<file path="src/rtl/clk_period_meter.sv">
// -----------------------------------------------------------------------------
// clk_period_meter
//
// Measures the period and the high time of a slow clock that is asynchronous
// to the 50 MHz board clock. The result is given in board-clock cycles. The
// block also flags a clock that has stopped (stall).
//
// The measured clock passes through a two-flop synchronizer and then one
// history flop. A rising edge is seen when the synchronized level is 1 and the
// history is 0. A falling edge is the opposite case.
//
// A single run counter measures the time since the last reference event. Each
// rising edge in MEASURE publishes the period and the latched high time.
//
// Parameters
//   CNT_W    width of all counters and of the count outputs
//   TIMEOUT  cycles without a rising edge before the clock counts as stalled.
//            Valid range: 8 <= TIMEOUT < 2**CNT_W.
//
// Ports
//   i_clock50    in   1      board clock; the only clock domain of this block
//   i_nReset     in   1      asynchronous active-low reset
//   i_measClk    in   1      clock under measurement (asynchronous)
//   o_periodCnt  out  CNT_W  last measured period, in i_clock50 cycles
//   o_highCnt    out  CNT_W  last measured high time, in i_clock50 cycles
//   o_valid      out  1      one-cycle pulse when both counts update
//   o_changed    out  1      pulses with o_valid when the period differs from
//                            the previous one, or on the first result after
//                            arming
//   o_stalled    out  1      level; set when no rising edge arrives in time,
//                            cleared by the next o_valid
// -----------------------------------------------------------------------------
module clk_period_meter #(
    parameter int          CNT_W   = 24,
    parameter int unsigned TIMEOUT = 24'hFFFFFF
) (
    input  logic             i_clock50,
    input  logic             i_nReset,
    input  logic             i_measClk,
    output logic [CNT_W-1:0] o_periodCnt,
    output logic [CNT_W-1:0] o_highCnt,
    output logic             o_valid,
    output logic             o_changed,
    output logic             o_stalled
);

    localparam logic [CNT_W-1:0] TMO    = CNT_W'(TIMEOUT);
    localparam logic [CNT_W-1:0] TMO_M1 = CNT_W'(TIMEOUT - 1);
    localparam logic [CNT_W-1:0] ONE    = CNT_W'(1);
    // IDLE must not trust the synchronizer until its flops hold real samples.
    // Without this guard, a clock that is high at reset release looks low for
    // the first cycles (the flops reset to 0). IDLE would then arm on a false
    // edge.
    localparam logic [CNT_W-1:0] SETTLE = CNT_W'(3);

    typedef enum logic [1:0] {
        ST_IDLE    = 2'd0,
        ST_ARM     = 2'd1,
        ST_MEASURE = 2'd2
    } state_t;

    state_t           state_q, state_d;
    logic             sync1_q, sync2_q, hist_q;
    logic [CNT_W-1:0] runCnt_q, runCnt_d;
    logic [CNT_W-1:0] highLatch_q, highLatch_d;
    logic [CNT_W-1:0] periodCnt_q, periodCnt_d;
    logic [CNT_W-1:0] highCnt_q, highCnt_d;
    logic             valid_q, valid_d;
    logic             changed_q, changed_d;
    logic             stalled_q, stalled_d;
    logic             first_q, first_d;

    logic             rise;
    logic             fall;
    logic             lvl_low;
    logic             settled;
    logic             reach_tmo;
    logic [CNT_W-1:0] run_sat;

    assign rise      = sync2_q & ~hist_q;
    assign fall      = ~sync2_q & hist_q;
    assign lvl_low   = ~sync2_q & ~hist_q;
    assign settled   = (runCnt_q >= SETTLE);
    // The timeout event is the cycle in which the counter would step onto
    // TIMEOUT. A rising edge in that same cycle restarts the counter first,
    // so the edge wins. For the same reason a period of exactly TIMEOUT can
    // never be published as a measurement.
    assign reach_tmo = (runCnt_q == TMO_M1);
    assign run_sat   = (runCnt_q == TMO) ? TMO : runCnt_q + ONE;

    always_comb begin
        state_d     = state_q;
        runCnt_d    = runCnt_q;
        highLatch_d = highLatch_q;
        periodCnt_d = periodCnt_q;
        highCnt_d   = highCnt_q;
        valid_d     = 1'b0;
        changed_d   = 1'b0;
        stalled_d   = stalled_q;
        first_d     = first_q;

        case (state_q)
            ST_IDLE: begin
                if (lvl_low && settled) begin
                    state_d  = ST_ARM;
                    runCnt_d = ONE;
                end else begin
                    runCnt_d = run_sat;
                    if (reach_tmo) begin
                        stalled_d = 1'b1;
                    end
                end
            end

            ST_ARM: begin
                if (rise) begin
                    state_d  = ST_MEASURE;
                    runCnt_d = ONE;
                    first_d  = 1'b1;
                end else begin
                    runCnt_d = run_sat;
                    if (reach_tmo) begin
                        stalled_d = 1'b1;
                    end
                end
            end

            ST_MEASURE: begin
                if (rise) begin
                    periodCnt_d = runCnt_q;
                    highCnt_d   = highLatch_q;
                    valid_d     = 1'b1;
                    changed_d   = first_q | (runCnt_q != periodCnt_q);
                    first_d     = 1'b0;
                    stalled_d   = 1'b0;
                    runCnt_d    = ONE;
                end else if (reach_tmo) begin
                    // Clock stopped: keep the published counts and start over.
                    stalled_d = 1'b1;
                    state_d   = ST_IDLE;
                    runCnt_d  = ONE;
                end else begin
                    runCnt_d = runCnt_q + ONE;
                    if (fall) begin
                        highLatch_d = runCnt_q;
                    end
                end
            end

            default: begin
                state_d  = ST_IDLE;
                runCnt_d = ONE;
            end
        endcase
    end

    always_ff @(posedge i_clock50 or negedge i_nReset) begin
        if (!i_nReset) begin
            state_q     <= ST_IDLE;
            sync1_q     <= 1'b0;
            sync2_q     <= 1'b0;
            hist_q      <= 1'b0;
            runCnt_q    <= '0;
            highLatch_q <= '0;
            periodCnt_q <= '0;
            highCnt_q   <= '0;
            valid_q     <= 1'b0;
            changed_q   <= 1'b0;
            stalled_q   <= 1'b0;
            first_q     <= 1'b0;
        end else begin
            state_q     <= state_d;
            sync1_q     <= i_measClk;
            sync2_q     <= sync1_q;
            hist_q      <= sync2_q;
            runCnt_q    <= runCnt_d;
            highLatch_q <= highLatch_d;
            periodCnt_q <= periodCnt_d;
            highCnt_q   <= highCnt_d;
            valid_q     <= valid_d;
            changed_q   <= changed_d;
            stalled_q   <= stalled_d;
            first_q     <= first_d;
        end
    end

    assign o_periodCnt = periodCnt_q;
    assign o_highCnt   = highCnt_q;
    assign o_valid     = valid_q;
    assign o_changed   = changed_q;
    assign o_stalled   = stalled_q;

endmodule

</file>
<file path="config.mk">
export PLATFORM = sky130hd
export DESIGN_NAME = clk_period_meter
export DESIGN_NICKNAME = d
export VERILOG_FILES = /design/src/rtl/clk_period_meter.sv
export SDC_FILE = /design/constraint.sdc
export NUM_CORES = 1
export LEC_CHECK = 0
export ABC_AREA = 1
export BUFFER_PORTS_ARGS = -buffer_cell sky130_fd_sc_hd__buf_2
export CAP_MARGIN = 20
export CORE_MARGIN = 2
export CORE_UTILIZATION = 63
export CTS_CLUSTER_SIZE = 40
export DETAILED_ROUTE_END_ITERATION = 8
export GPL_ROUTABILITY_DRIVEN = 0
export PLACE_DENSITY = 0.88
export SKIP_CTS_REPAIR_TIMING = 1
export SLEW_MARGIN = 20
export SYNTH_ARGS = -nofsm -noshare
export SYNTH_HDL_FRONTEND = slang
export SYNTH_SLANG_ARGS = --single-unit
</file>
<file path="constraint.sdc">
create_clock -name i_clock50 -period 5.05 [get_ports i_clock50]
set_clock_uncertainty 0.15 [all_clocks]
set_input_delay 0.7575 -clock i_clock50 [delete_from_list [all_inputs] [get_ports i_clock50]]
set_output_delay 0.7575 -clock i_clock50 [all_outputs]
set_load 0.01 [all_outputs]
</file>
==> impl_metrics.ini <==
[cts]
cts_root_buffer = clkbuf_8
cts_inserted_buffers = 9
ctsHtreeMaxLevel = 3
clock_latency_ns = 0.38
cts_buffer_depth = 2
cts.sinks = 105
clk_pin_slew_ns = 0.10
cts_tree = built

[timing]
setup_tns_ns = 0
max_slew.worst_pin.slew_ns = 0.977
finalCritPeriodShare = 0.535
min_period_ns = 2.70
hold_viol = 0
slew_viol_final = 0
holdWs_ns = 0.215
fmax_ghz = 0.370
slew_headroom = 0.347
report.final.setup_viol = 0
grt_setup_unrepaired = no

[placed_design]
dp_cells = 738
dp_hpwl_um = 8220
place_area_um2 = 5410
port_buffers = 53

[finish]
drive_gt1_frac = 0.220
final_cell_mix = 201 x nand2_1, 105 x dfrtp_1, 53 x nor2_1
final_common_cell = nand2_1
fillers = 610
antennaDiodeCount = 0
area_growth_syn_to_layout_pct = 8.90
final_util = 0.694
stdcell_count = 755
multiInputGateArea_um2 = 2190
seq_area_um2 = 2630
final_nets = 650
fin_area_um2 = 5620

[worst_hold_path]
hp-class = register to register
min_delay_path_depth = 0

[worst_setup_path]
cp_num_buf_inv = 1
cp_top_family = simple AND/OR/NAND/NOR gates
critPathRequiredTime_ns = 5.19
cp.depth = 10
cp-end-kind = register
slowest_stage = nand2_1
cp_common_cell = nand2_1
reg2reg_depth = 10
crit_arrival_ns = 2.84
crit_fanout = 21
worstPathCellList = ha_1 -> inv_1 -> nand2_1 -> nor2_1 -> nand3_1 -> nand2_2 -> nand2_2 -> nand2_1 -> nand2_1 -> a21oi_2
worstSetupStartpointType = register
setup.worst_path.class = register to register
slowest_delay_ns = 0.57

[floorplan]
io_pins = 54
num_rows = 33
core_um2 = 8090
die_w_um = 94.5
die-area_um2 = 8930
initial_core_util = 0.638
die_y_um = 94.5

[route]
firstDrtPassIters = 5
dr_total_vias = 4269
route.detailed.drc = 0
routedWlPerCell_um = 15.5
ant_nets = 0
drt_iter0_drc = 417
via_per_inst = 5.65
wl_um = 11700

[outcome]
run_status = completed

[logic_synthesis]
syn_inst = 602
synth_area_um2 = 5160
ys_warn_count = 0
ys_seq_area_frac = 0.509
syn_avg_cell_area_um2 = 8.57
syn-num-nets = 607
synth_cell_types = 36
ys_ff_latch = 105

[grt]
grt_overflow_total = 0
grtUsageTotal = 0.273
grt_max_degree = 72
grt_pass1_wl_um = 18500
grt_antenna_before_repair = 0
grt_pass1_vias = 3840

[job]
cap_violations = 0

[pwr]
p_per_area_nw_per_um2 = 335
leakagePower_nw = 2.94
irDropWorstVdd_v = 0.000159
[worst reg2reg max path, stage by stage (launching register included)]
cell     delay, ns
dfrtp_1       0.49
ha_1          0.29
inv_1         0.11
nand2_1       0.06
nor2_1        0.15
nand3_1       0.15
nand2_2       0.11
nand2_2       0.08
nand2_1       0.10
nand2_1       0.57
a21oi_2       0.35
[power by group]
group,internal [W],switching [W],total (W)
combinational,0.000129,0.000279,0.000408
sequential,0.000912,0.0000677,0.000979
clock,0.000191,0.000305,0.000496
total,0.00123,0.000652,0.00188
[cell families after synthesis]
family,synth area share
and+or+nand+nor,0.274
DFF,0.509
AOI/OAI and AO/OA,0.103
buffers and inverters,0.0686
xor gates and xnor gates,0.0407
adders and majority gates,0.00485
[flip-flops by register name, indices dropped and copies added, names as in the netlist]
register,cells
highLatch_q,24
o_highCnt,24
o_periodCnt,24
runCnt_q,24
state_q,2
first_q,1
hist_q,1
o_changed,1
o_stalled,1
o_valid,1
sync1_q,1
sync2_q,1
[layer usage]
layer  track usage  up-vias  share of wire
met2         0.422      200           0.48
met1         0.371     2038           0.41
met4         0.153        0          0.049
met5             0        -              0
met3        0.0407       49          0.064
li1              -     1982              -
[through the flow]
stage	total power, W	worst slack (ns)
floorplan	0.00127	3.15
global placement	0.00137	2.45
detailed placement	0.00139	2.30
CTS	0.00188	2.23
global route	0.00198	2.23
finish	0.00188	2.35
[path summary, 6_finish.rpt]
kind	end	slack, ns	startpoint
min in group asynchronous	o_highCnt[12]	0.29	i_nReset
min	sync2_q	0.21	sync1_q
min reg2reg	sync2_q	0.21	sync1_q
max reg2reg	runCnt_q[6]	2.35	runCnt_q[0]
max	runCnt_q[6]	2.35	runCnt_q[0]
max in group asynchronous	highLatch_q[3]	3.40	i_nReset
[cell type report]
type,instances,share of cell area
clock buffers,10,0.0227
flip-flops and latches,105,0.467
multi-input cells,426,0.390
inverters,47,0.0323
well taps,105,0.0234
repair buffers,56,0.0539
clock inverters,6,0.0107
[Yosys cell counts, drive strengths merged]
master	count	area share
clkinv	1	0.0017
xor2	21	0.036
o22ai	3	0.0036
nand3	18	0.022
o221ai	1	0.0017
nand4	6	0.0085
xnor2	3	0.0051
a21oi	16	0.026
or2	1	0.0012
nor3	8	0.0087
a22oi	1	0.0015
clkbuf	9	0.0065
o21ai	60	0.070
buf	15	0.027
dfrtp	105	0.51
nor2	63	0.057
inv	46	0.033
nand2	223	0.18
ha	2	0.0048
No activity file was read; power rests on OpenSTA's default activity.
